File: src/rtl/branch_resolve_unit.sv
// ----------------------------------------------------------------------------
// branch_resolve_unit
//
// Resolves conditional branches in decode and keeps a table of 2-bit
// saturating counters (the BHT) that predicts branch direction for fetch.
//
// Parameters
//   WIDTH      operand width of DataA/DataB
//   BHT_DEPTH  number of 2-bit counters (power of two, >= 2)
//   PC_WIDTH   program-counter width
//
// Ports
//   Clock, Reset_n        rising-edge clock, asynchronous active-low reset
//   LookupPC, PredTaken   fetch-side lookup; PredTaken is the counter MSB
//   Valid, Stall          decode qualifiers; a stalled/invalid slot is ignored
//   Opcode, Rt            decode fields selecting the branch kind
//   BranchPC              PC of the decoding instruction (selects the counter)
//   DataA, DataB          forwarded rs/rt operands
//   IsBranch              combinational: Opcode/Rt is a supported branch
//   Taken, Mispredict     registered resolution result and flush pulse
//
// Optional feature (macro BRANCH_STATS_EN)
//   Adds BranchCount / MispredCount, 32-bit wrapping event counters.
// ----------------------------------------------------------------------------
module branch_resolve_unit #(
    parameter int WIDTH     = 32,
    parameter int BHT_DEPTH = 16,
    parameter int PC_WIDTH  = 32
) (
    input  logic                Clock,
    input  logic                Reset_n,
    input  logic [PC_WIDTH-1:0] LookupPC,
    output logic                PredTaken,
    input  logic                Valid,
    input  logic                Stall,
    input  logic [5:0]          Opcode,
    input  logic [4:0]          Rt,
    input  logic [PC_WIDTH-1:0] BranchPC,
    input  logic [WIDTH-1:0]    DataA,
    input  logic [WIDTH-1:0]    DataB,
    output logic                IsBranch,
    output logic                Taken,
    output logic                Mispredict
`ifdef BRANCH_STATS_EN
    ,
    output logic [31:0]         BranchCount,
    output logic [31:0]         MispredCount
`endif
);

    localparam int IDX_W = $clog2(BHT_DEPTH);

    // Saturating 2-bit counter step: up on taken, down on not-taken.
    function automatic logic [1:0] sat_step(input logic [1:0] cnt, input logic up);
        logic [1:0] res;
        case ({up, cnt})
            3'b1_11: res = 2'b11;
            3'b0_00: res = 2'b00;
            3'b1_00, 3'b1_01, 3'b1_10: res = cnt + 2'd1;
            3'b0_01, 3'b0_10, 3'b0_11: res = cnt - 2'd1;
            default: res = cnt;
        endcase
        return res;
    endfunction

    logic [BHT_DEPTH-1:0][1:0] bht_q, bht_d;
    logic                      taken_q, taken_d;
    logic                      mispredict_q, mispredict_d;
    logic [IDX_W-1:0]          lookup_idx_s, branch_idx_s;
    logic                      is_branch_s, cond_s, resolve_s;
    logic                      a_neg_s, a_zero_s;
    logic                      unused_pc_bits_s;

    assign lookup_idx_s = LookupPC[IDX_W+1:2];
    assign branch_idx_s = BranchPC[IDX_W+1:2];

    // PC bits outside the index field do not participate in prediction.
    assign unused_pc_bits_s = ^{LookupPC[PC_WIDTH-1:IDX_W+2], LookupPC[1:0],
                                BranchPC[PC_WIDTH-1:IDX_W+2], BranchPC[1:0]};

    assign a_neg_s  = DataA[WIDTH-1];
    assign a_zero_s = (DataA == {WIDTH{1'b0}});

    // Branch decode and condition evaluation.
    always_comb begin
        is_branch_s = 1'b0;
        cond_s      = 1'b0;
        case (Opcode)
            6'b000100: begin is_branch_s = 1'b1; cond_s = (DataA == DataB);      end
            6'b000101: begin is_branch_s = 1'b1; cond_s = (DataA != DataB);      end
            6'b000110: begin is_branch_s = 1'b1; cond_s = a_neg_s | a_zero_s;    end
            6'b000111: begin is_branch_s = 1'b1; cond_s = ~a_neg_s & ~a_zero_s;  end
            6'b000001: begin
                case (Rt)
                    5'b00000: begin is_branch_s = 1'b1; cond_s = a_neg_s;  end
                    5'b00001: begin is_branch_s = 1'b1; cond_s = ~a_neg_s; end
                    default:  begin is_branch_s = 1'b0; cond_s = 1'b0;     end
                endcase
            end
            default: begin
                is_branch_s = 1'b0;
                cond_s      = 1'b0;
            end
        endcase
    end

    assign resolve_s = Valid & ~Stall & is_branch_s;

    // Next-state: counter update, resolved direction and flush pulse.
    always_comb begin
        bht_d        = bht_q;
        taken_d      = taken_q;
        mispredict_d = 1'b0;
        if (resolve_s) begin
            taken_d              = cond_s;
            mispredict_d         = cond_s ^ bht_q[branch_idx_s][1];
            bht_d[branch_idx_s]  = sat_step(bht_q[branch_idx_s], cond_s);
        end else begin
            taken_d      = taken_q;
            mispredict_d = 1'b0;
        end
    end

    // State registers; reset leaves every counter weakly not-taken.
    always_ff @(posedge Clock or negedge Reset_n) begin
        if (!Reset_n) begin
            bht_q        <= {BHT_DEPTH{2'b01}};
            taken_q      <= 1'b0;
            mispredict_q <= 1'b0;
        end else begin
            bht_q        <= bht_d;
            taken_q      <= taken_d;
            mispredict_q <= mispredict_d;
        end
    end

    // Prediction reads the current state; an update in flight is not bypassed.
    assign PredTaken  = bht_q[lookup_idx_s][1];
    assign IsBranch   = is_branch_s;
    assign Taken      = taken_q;
    assign Mispredict = mispredict_q;

`ifdef BRANCH_STATS_EN
    logic [31:0] branch_count_q, branch_count_d;
    logic [31:0] mispred_count_q, mispred_count_d;

    // Event counters, wrapping naturally at 2^32.
    always_comb begin
        branch_count_d  = branch_count_q;
        mispred_count_d = mispred_count_q;
        if (resolve_s) begin
            branch_count_d = branch_count_q + 32'd1;
            if (cond_s ^ bht_q[branch_idx_s][1]) begin
                mispred_count_d = mispred_count_q + 32'd1;
            end else begin
                mispred_count_d = mispred_count_q;
            end
        end else begin
            branch_count_d  = branch_count_q;
            mispred_count_d = mispred_count_q;
        end
    end

    // Statistics registers.
    always_ff @(posedge Clock or negedge Reset_n) begin
        if (!Reset_n) begin
            branch_count_q  <= 32'd0;
            mispred_count_q <= 32'd0;
        end else begin
            branch_count_q  <= branch_count_d;
            mispred_count_q <= mispred_count_d;
        end
    end

    assign BranchCount  = branch_count_q;
    assign MispredCount = mispred_count_q;
`endif

endmodule

File: config.mk
export PLATFORM = sky130hd
export DESIGN_NAME = branch_resolve_unit
export DESIGN_NICKNAME = d
export VERILOG_FILES = /design/src/rtl/branch_resolve_unit.sv
export SDC_FILE = /design/constraint.sdc
export NUM_CORES = 1
export LEC_CHECK = 0
export CAP_MARGIN = 25
export CORE_MARGIN = 3
export CORE_UTILIZATION = 43
export DETAILED_ROUTE_END_ITERATION = 8
export GPL_TIMING_DRIVEN = 0
export PLACE_DENSITY = 0.86
export SYNTH_ARGS = -nofsm -noshare
export SYNTH_HDL_FRONTEND = slang
export SYNTH_SLANG_ARGS = --single-unit
File: constraint.sdc
create_clock -name Clock -period 5.35 [get_ports Clock]
set_input_delay 1.07 -clock Clock [delete_from_list [all_inputs] [get_ports Clock]]
set_output_delay 1.07 -clock Clock [all_outputs]
set_load 0.05 [all_outputs]
==> flow_summary.ini <==
[clock_network]
cts_resized = 0
clock_latency_ns = 0.30
postCtsSetupRepairBufs = 0
ctsLongestPathBuffers = 2
hold_buffers = 0
cts_tree = yes
cts_root_buffer = clkbuf_8
cts.clk_slew.worst_paths_ns = 0.07
ctsHtreeMaxLevel = 2
clkSinkCount = 34
numCtsBuffers = 5

[setup_path]
cp_max_fo = 4
start_kind = primary input
ff2ff_path_depth = 6
critPathCaptureType = output pin
r2r-end = bht_q[9]
cpPeakStageDelay_ns = 0.72
required_ns = 4.28
r2r-start = bht_q[31]
critPathSlowestCell = clkdlybuf4s50_1
path_cells = clkdlybuf4s50_1, mux4_2, mux4_2, clkdlybuf4s50_1
cp.arrival_ns = 3.46
r2r_slack_ns = 2.81
critPathKind = primary input to output pin

[floorplan]
core_um2 = 6130
initial_core_util = 0.459
pin_count = 147
rows = 28
die_w_um = 86.9
die_h_um = 86.9
die_area_um2 = 7540

[logic_synthesis]
postSynthCellCount = 269
synth-seq-area-share = 0.310
avgSynthCellArea_um2 = 10.5
synth_nets = 412
yosysWarnings = 0
synth_top_flop_cell = dfrtp_1
synth_fa_ha_area_frac = 0
synth_edf_count = 0
synth_compound_area_frac = 0.139
yosys.area_share.simple = 0.182
synth-async-reset-ratio = 1.00
synth_top_cell_by_area = dfrtp_1
synth_xor_area_frac = 0.106
synth.top_cell.area_share = 0.160
synth-seq-cells = 34
synth.cell_area_um2 = 2810
synth.area.mux_share = 0.218
ys_top_cells_by_area = dfrtp_1 (16%), dfstp_2 (15%), mux2i_1 (11%), mux4_2 (10%), xor2_1 (10%)
yosys.cell_types.count = 39
synth_top_family_by_area = multiplexers

[detailed_routing]
drtAntennaViolNets = 0
via_per_inst = 6.12
drt_pass1_iterations = 4
wire_per_inst_um = 19.2
drt-total-wl_um = 8450
drtIter0Drc = 154
drc = 0
vias = 2700

[final_layout]
drive_above_1_share = 0.161
nets = 508
antenna_cells = 0
n_fill_cell = 499
mostFrequentLayoutCells = clkdlybuf4s50_1 (88), nor2_1 (38), xor2_1 (32), mux2i_1 (32), a2111oi_0 (22)
layout_commonest_cell = clkdlybuf4s50_1
synthToLayoutAreaGrowth_pct = 38.1

[timing]
setup_tns_ns = 0
rsz0062_at_grt = no
setup_viol = 0
tightest_slew_ns = 0.986
slew_violations = 0
fin_crit_ns = 4.53
slew_headroom = 0.337
finalCritPeriodShare = 0.846
max_freq_ghz = 0.221
hold_ws_ns = 0.545
hold_viol = 0
clock_skew_ns = 0.0106

[global_route]
grtUsageMet1 = 0.272
grtUsageTotal = 0.236
grt_pass1_wl_um = 13800
grtUsageMet3 = 0.0454
grt_max_degree = 35
grt-busiest-layer = met2
overflow = 0
use_met2 = 0.427
antenna_found_initial = 0
first_global_vias = 2887

[placed_design]
gp_congestion = 0.916
hpwlAfterDp_um = 6960
portBuffers = 89

[min_path]
holdPathEnd = bht_q[6]
hold_class = flip-flop to flip-flop
holdPathStages = 2
min-delay-start = bht_q[6]

[power_and_ir_drop]
p_leak_nw = 1.67
power_density_nw_per_um2 = 165
ir_worst_vdd_v = 0.0000926

[outcome]
outcome = finished, final reports clean

[flow_run]
cap_violations = 0
how the worst max path moves through the flow:
stage / slack (ns) / to / cells after the start / startpoint
2_1_floorplan: 2.00 / bht_q[3] / 9 / Opcode[1]
3_3_place_gp: 0.83 / PredTaken / 4 / LookupPC[2]
3_5_place_dp: 0.79 / PredTaken / 4 / LookupPC[2]
4_1_cts: 0.78 / PredTaken / 4 / LookupPC[2]
5_1_grt: 0.76 / PredTaken / 4 / LookupPC[2]
6_report: 0.82 / PredTaken / 4 / LookupPC[2]
cell families (layout without fill, tap and decap cells):
| kind of cell | count (synthesis) | count (layout) |
|---|---|---|
| simple gates | 92 | 92 |
| compound gates | 44 | 44 |
| mux | 45 | 45 |
| flops | 34 | 34 |
| xor+xnor | 34 | 34 |
| buf+inv | 20 | 117 |
flip-flops by register name (all words and copies together) (netlist names):
| register | cells |
|---|---|
| bht_q | 32 |
| Taken | 1 |
| Mispredict | 1 |
worst max-delay path, delay by kind of cell:
family	cells	cell delay [ns]
buf+inv	2	1.37
mux	2	1.02
layer usage:
metal	wire length (um)	vias to the layer above
li1	-	1254
met1	3070	1285
met2	4480	142
met3	680	19
met4	230	0
met5	0	-
layout make-up:
type	instances	area (um^2)	area share
buffer	20	128	0.0329
tap	75	93.8	0.0242
multi-input combinational	215	1810	0.467
timing repair buffer	89	886	0.228
sequential	34	871	0.224
clock inverter	1	5.00	0.00129
clock buffer	7	86.3	0.0222
report_power, final:
group	internal, mW	total (mW)	switching [mW]
combinational	0.0898	0.165	0.0757
sequential	0.270	0.275	0.00473
clock	0.104	0.200	0.0967
synth_stat cells, types with 2 or more instances:
library cell	count
a2111oi_0	22
a2111oi_1	9
a22oi_1	2
buf_2	5
buf_6	4
clkbuf_1	10
dfrtp_1	18
dfstp_2	16
mux2i_1	32
mux4_2	13
nand2_1	2
nand3_1	8
nand3_2	8
nand4_1	7
nor2_1	38
nor2b_1	4
nor4_1	16
or3_1	2
xnor2_1	2
xor2_1	32
metrics by stage:
step,cells,utilization,power [mW],worst slack (ns),area [um^2]
final,441,0.633,0.641,0.822,3880
after global routing,441,0.633,0.665,0.760,3880
after CTS,441,0.633,0.645,0.784,3880
after detailed placement,433,0.618,0.445,0.788,3790
after global placement,433,0.619,0.442,0.827,3800
after floorplan,269,-,0.344,2.00,2810
Power figures use the tool's default switching activity.
